==> src/rtl/clock_pkg.sv <==
// Shared types and helpers for the clock_gen programmable divider.
// Divisor helpers are 64 bits wide; callers cast to their counter width.
package clock_pkg;

   localparam int unsigned DIV_W             = 64;
   localparam int unsigned CLK_DIV_N_DEFAULT = 5000000;

   typedef enum logic [1:0] {
      RUN  = 2'd0,
      HALT = 2'd1,
      STEP = 2'd2
   } clk_state_t;

   // A divisor of zero would stall the counter, so it runs as divide-by-one.
   function automatic logic [DIV_W-1:0] eff_div(input logic [DIV_W-1:0] d);
      return (d == '0) ? DIV_W'(1) : d;
   endfunction

endpackage

==> src/rtl/clock_channel.sv <==
// One divider channel: counter, pending divisor, run/halt/step FSM and registered outputs.
// CLOCK_GEN_TICK_EN builds the tick flop; otherwise tick is tied low.
module clock_channel
   import clock_pkg::*;
#(
   parameter int unsigned CNT_W       = 32,
   parameter int unsigned DIV_DEFAULT = CLK_DIV_N_DEFAULT
) (
   input  logic             clk,
   input  logic             rst,
   input  logic             div_load,
   input  logic [CNT_W-1:0] div_value,
   input  logic             run,
   input  logic             step,
   output logic             clk_div,
   output logic             clk_div_delay,
   output logic             tick,
   output logic             busy
);

   localparam logic [CNT_W-1:0] DIV_RST = CNT_W'(eff_div(DIV_W'(DIV_DEFAULT)));

   clk_state_t       state;
   clk_state_t       state_nxt;
   logic [CNT_W-1:0] cnt;
   logic [CNT_W-1:0] div_act;
   logic [CNT_W-1:0] div_pend;
   logic             pend;
   logic [CNT_W-1:0] half;
   logic             adv;
   logic             wrap;
   logic             rise;
   logic             dly_hit;

   // Divider timing decode and next-state logic.
   always_comb begin
      adv       = 1'b0;
      wrap      = 1'b0;
      rise      = 1'b0;
      dly_hit   = 1'b0;
      half      = div_act >> 1;
      state_nxt = state;

      adv     = (state != HALT);
      wrap    = adv && (cnt >= div_act - CNT_W'(1));
      rise    = wrap && !clk_div;
      dly_hit = adv && ((div_act == CNT_W'(1)) || (cnt == half - CNT_W'(1)));

      case (state)
         RUN:     if (!run) state_nxt = HALT;
         HALT:    if (run) state_nxt = RUN;
                  else if (step) state_nxt = STEP;
         STEP:    if (run) state_nxt = RUN;
                  else if (rise) state_nxt = HALT;
         default: state_nxt = HALT;
      endcase
   end

   always_ff @(posedge clk) begin
      if (rst) state <= run ? RUN : HALT;
      else     state <= state_nxt;
   end

   // Counter, divisor reload and clock outputs; a new divisor only lands on a wrap.
   always_ff @(posedge clk) begin
      if (rst) begin
         cnt           <= '0;
         div_act       <= DIV_RST;
         div_pend      <= '0;
         pend          <= 1'b0;
         clk_div       <= 1'b0;
         clk_div_delay <= 1'b0;
         busy          <= 1'b0;
      end else begin
         busy <= (state_nxt == STEP);
         if (adv) cnt <= wrap ? '0 : cnt + CNT_W'(1);
         if (wrap) begin
            clk_div <= !clk_div;
            if (pend) div_act <= div_pend;
         end
         if (dly_hit) clk_div_delay <= clk_div;
         if (div_load) begin
            div_pend <= CNT_W'(eff_div(DIV_W'(div_value)));
            pend     <= 1'b1;
         end else if (wrap) begin
            pend <= 1'b0;
         end
      end
   end

`ifdef CLOCK_GEN_TICK_EN
   always_ff @(posedge clk) begin
      if (rst) tick <= 1'b0;
      else     tick <= rise;
   end
`else
   assign tick = 1'b0;
`endif

endmodule

==> src/rtl/clock_gen.sv <==
// Multi-channel runtime-programmable clock divider with run/halt/single-step control.
// Optional tick outputs are built when CLOCK_GEN_TICK_EN is defined.
module clock_gen
   import clock_pkg::*;
#(
   parameter int unsigned CHANNELS    = 2,
   parameter int unsigned CNT_W       = 32,
   parameter int unsigned DIV_DEFAULT = CLK_DIV_N_DEFAULT
) (
   input  logic                      clk,
   input  logic                      rst,
   input  logic [CHANNELS-1:0]       div_load,
   input  logic [CHANNELS*CNT_W-1:0] div_value,
   input  logic                      run,
   input  logic                      step,
   output logic [CHANNELS-1:0]       clk_div,
   output logic [CHANNELS-1:0]       clk_div_delay,
   output logic [CHANNELS-1:0]       tick,
   output logic [CHANNELS-1:0]       busy
);

   // Channels share run/step but keep independent divisors and state.
   for (genvar i = 0; i < CHANNELS; i++) begin : g_ch
      clock_channel #(
         .CNT_W       (CNT_W),
         .DIV_DEFAULT (DIV_DEFAULT)
      ) u_ch (
         .clk           (clk),
         .rst           (rst),
         .div_load      (div_load[i]),
         .div_value     (div_value[i*CNT_W +: CNT_W]),
         .run           (run),
         .step          (step),
         .clk_div       (clk_div[i]),
         .clk_div_delay (clk_div_delay[i]),
         .tick          (tick[i]),
         .busy          (busy[i])
      );
   end

endmodule

==> config.mk <==
export PLATFORM = sky130hd
export DESIGN_NAME = clock_gen
export DESIGN_NICKNAME = d
export VERILOG_FILES = /design/src/rtl/clock_pkg.sv /design/src/rtl/clock_channel.sv /design/src/rtl/clock_gen.sv
export SDC_FILE = /design/constraint.sdc
export NUM_CORES = 1
export LEC_CHECK = 0
export CORE_MARGIN = 10
export CORE_UTILIZATION = 65
export CTS_BUF_LIST = sky130_fd_sc_hd__clkbuf_8
export CTS_CLUSTER_SIZE = 30
export DETAILED_ROUTE_END_ITERATION = 10
export GPL_TIMING_DRIVEN = 0
export PLACE_DENSITY = 0.9
export SLEW_MARGIN = 20
export SYNTH_ARGS = -nofsm -noshare
export SYNTH_HDL_FRONTEND = slang
export SYNTH_SLANG_ARGS = --single-unit
==> constraint.sdc <==
create_clock -name clk -period 6.4 [get_ports clk]
set_input_delay 1.6 -clock clk [delete_from_list [all_inputs] [get_ports clk]]
set_output_delay 1.6 -clock clk [all_outputs]
set_load 0.005 [all_outputs]
==> impl_results.md <==
* Area after DPL at 14300 µm²
* Pin count of the biggest net entering global routing at 11
* Clock H-tree levels at 2
* CTS tree: yes
* Min Tclk post-route at 5.48 ns
* Total area of sequential cells at 4080 µm²
* Via count at 11900
* Post-DP HPWL at 28000 µm
* Routed wire length at 37000 µm
* Power Dens Cells at 188 nW/µm²
* Lkg Pwr at 5.89 nW
* Drt pass-1 iters at 7
* DP Worst Slack at 1.25 ns
* Core Region at 20100 µm²
* Ys flop type: dfxtp_1
* CTS hold repair buffers at 0
* Post-route setup TNS at 0 ns
* Tcrit/Tclk final at 85.6%
* Tot GR Track Use at 27.4%
* Initial antenna violation count at 0
* Final-stage net count at 1801
* Vias in the first global route at 11600
* Hold Slack at 0.477 ns
* Top cells by area, synth: dfxtp_1, mux2i_1, xnor2_1, ha_1, xor2_1
* Max-Slew Margin vs Limit at 38.8%
* Die height at 163 µm
* Post-DR wirelength/cell at 19.0 µm
* Asr flop ratio synth at 0%
* # DRC at 0
* Number of synthesized flops with an enable pin at 0
* Root buf cell: clkbuf_8
* Crit-path max FO at 10
* Final hold vios at 0
* Vias per cell at 6.08
* Final Cell Area at 15000 µm²
* Grt ovf at 0
* Clock-pin slew on the worst setup and hold paths at 0.06 ns
* Worst-case clock buffer depth at 3
* RD Place Congestion at 0.971
* Clock Latency Late Sink at 0.55 ns
* Synth warn at 0
* CP arrival at 5.92 ns
* Clock Skews at 0.0275 ns
* Multi-input gate area at 8620 µm²
* Area Overhead vs Synth at 13.7%
* Die Width at 163 µm
* Required time of the critical path at 6.84 ns
* Post-synth cell types at 73
* CTS buffer count at 36
* CTS sink count at 204
* Hold Path Class: flop to flop
* # rows at 52
* Final setup viols at 0
* Fillcell total at 1431
* Register area share after synthesis at 30.9%
* First-pass GRT wire length at 59600 µm
* Kind of critical path: flop to flop
* Initial DRC Count at 1040
* Post-synth top area cell: dfxtp_1
* Antenna viol nets, final at 0
* Ports at 78
* Post-Syn Area at 13200 µm²
* Starting Density at 65.8%
* Critical path endpoint category: flop
* Startpoint types: flop
* Run status: completed
* Worst vdd ir at 0.186 mV
* PortBufs at 71
* Pwr Total at 2.83 mW
* Die Area at 26400 µm²
* Post-CTS setup buffer count at 0
* Ant. Diodes at 0
* #FFs+latches synth at 204
* FMAX at 0.183 GHz
* Share of the synthesized area in the top cell type at 30.9%
* Max-capacitance violation count at 0
* Slack of the critical path at 0.924 ns
* Least-Margin Pin Slew at 0.910 ns
* Share of layout cells above drive strength 1 at 6.77%
* Post-Synthesis Cells at 1547
* Resized cells post-CTS at 0
* Slew Viols, Final at 0
* RSZ-0062 raised after global routing: false
* Mapped Avg Cell Area at 8.54 µm²
==> report_power, final <==
group | total [mW] | switching, mW | internal, mW | leakage [nW]
combinational | 0.211 | 0.110 | 0.101 | 3.80
sequential | 1.33 | 0.0259 | 1.30 | 1.66
clock | 1.29 | 0.566 | 0.722 | 0.433
==> placed cells by master (no fill, tap or decap), types with 8 or more instances in the layout <==
cell type,synthesis,final
nor2_1,222,222
dfxtp_1,204,204
mux2i_1,132,132
xnor2_1,108,108
xor2_1,99,99
nand2b_1,99,99
nand2_1,74,74
ha_1,74,74
clkdlybuf4s50_1,0,71
clkbuf_1,60,60
nor4_1,50,50
nand3_1,49,49
clkbuf_8,0,42
nand4_1,39,39
a21oi_1,34,34
inv_1,20,32
nor3_1,28,28
buf_2,24,24
a21o_1,24,24
and3_1,15,15
o21ai_0,15,15
nor2b_1,13,13
and4_1,13,13
or3_1,11,11
o31ai_1,10,10
and2_1,9,9
buf_4,8,8
==> cells by family (layout without fill, tap and decap cells) <==
group,after synthesis,count (layout),share of synthesized area [%]
simple gates,679,679,27.8
other cells,1,2,0.0284
xor+xnor,207,207,13.7
buf+inv,120,255,3.92
flops,204,204,30.9
mux,134,134,10.2
fa+ha+maj,74,74,7.00
compound gates,128,128,6.44
==> per-stage QoR <==
stage / std cells / utilization (%)
2_1_floorplan: 1548 / -
5_1_grt: 1953 / 74.7
6_report: 1953 / 74.7
3_5_place_dp: 1889 / 71.0
3_3_place_gp: 1889 / 71.0
4_1_cts: 1953 / 74.7
==> metal layers <==
metal,global-route usage [%],vias up,part of all wire (%)
met4,10.7,0,3.4
met3,5.94,92,9.0
li1,-,5618,-
met5,0,-,0
met2,42.3,548,44
met1,36.6,5620,43
==> Yosys cell counts (all sizes together) (3+ instances only) <==
cell type  count
nor2         222
dfxtp        204
mux2i        132
xnor2        108
nand2b        99
xor2          99
nand2         75
ha            74
clkbuf        60
nor4          59
nand3         49
nand4         42
buf           40
a21oi         34
nor3          30
a21o          24
inv           20
o21ai         16
and3          15
and4          13
nor2b         13
or3           12
o31ai         10
and2           9
nor3b          8
a31oi          7
a211oi         6
o22ai          6
or4            6
nand3b         5
nor4b          5
or2            5
or4b           5
a32o           3
and3b          3
==> path summary, 6_finish.rpt <==
check / startpoint / to / slack (ns) / cells past startpoint
worst max-delay path: g_ch[1].u_ch.div_act[9] / g_ch[1].u_ch.div_act[12] / 0.92 / 14
worst min-delay path: g_ch[1].u_ch.div_pend[16] / g_ch[1].u_ch.div_act[16] / 0.48 / 2
worst max register to register: g_ch[1].u_ch.div_act[9] / g_ch[1].u_ch.div_act[12] / 0.92 / 14
worst min register to register: g_ch[1].u_ch.div_pend[16] / g_ch[1].u_ch.div_act[16] / 0.48 / 2
==> area by class of cell <==
class	instances	share of cell area [%]
Sequential cell	204	27.2
Multi-Input combinational cell	1224	57.4
Inverter	20	0.500
Timing Repair Buffer	71	4.73
Buffer	100	2.95
Clock inverter	22	1.17
Tap cell	270	2.25
Clock buffer	42	3.85
==> registers in the layout, summed over array words and instances (netlist names) <==
signal	cells
g_ch.u_ch.clk_div	2
g_ch.u_ch.div_pend	64
g_ch.u_ch.clk_div_delay	2
g_ch.u_ch.pend	2
g_ch.u_ch.div_act	64
g_ch.u_ch.busy	2
g_ch.u_ch.cnt	64
g_ch.u_ch.state	4
==> critical path, stage by stage, from the launching register on <==
cell	delay, ns
dfxtp_1	0.30
clkbuf_1	0.27
nor4_1	0.86
nand3_1	0.46
or3_1	0.42
clkbuf_1	0.19
nor2_1	0.18
xnor2_1	0.09
ha_1	0.31
nand4_1	0.15
or3_1	0.41
o311a_1	0.33
nor2_1	0.48
clkbuf_1	0.64
mux2i_1	0.29
Power figures use the tool's default switching activity.
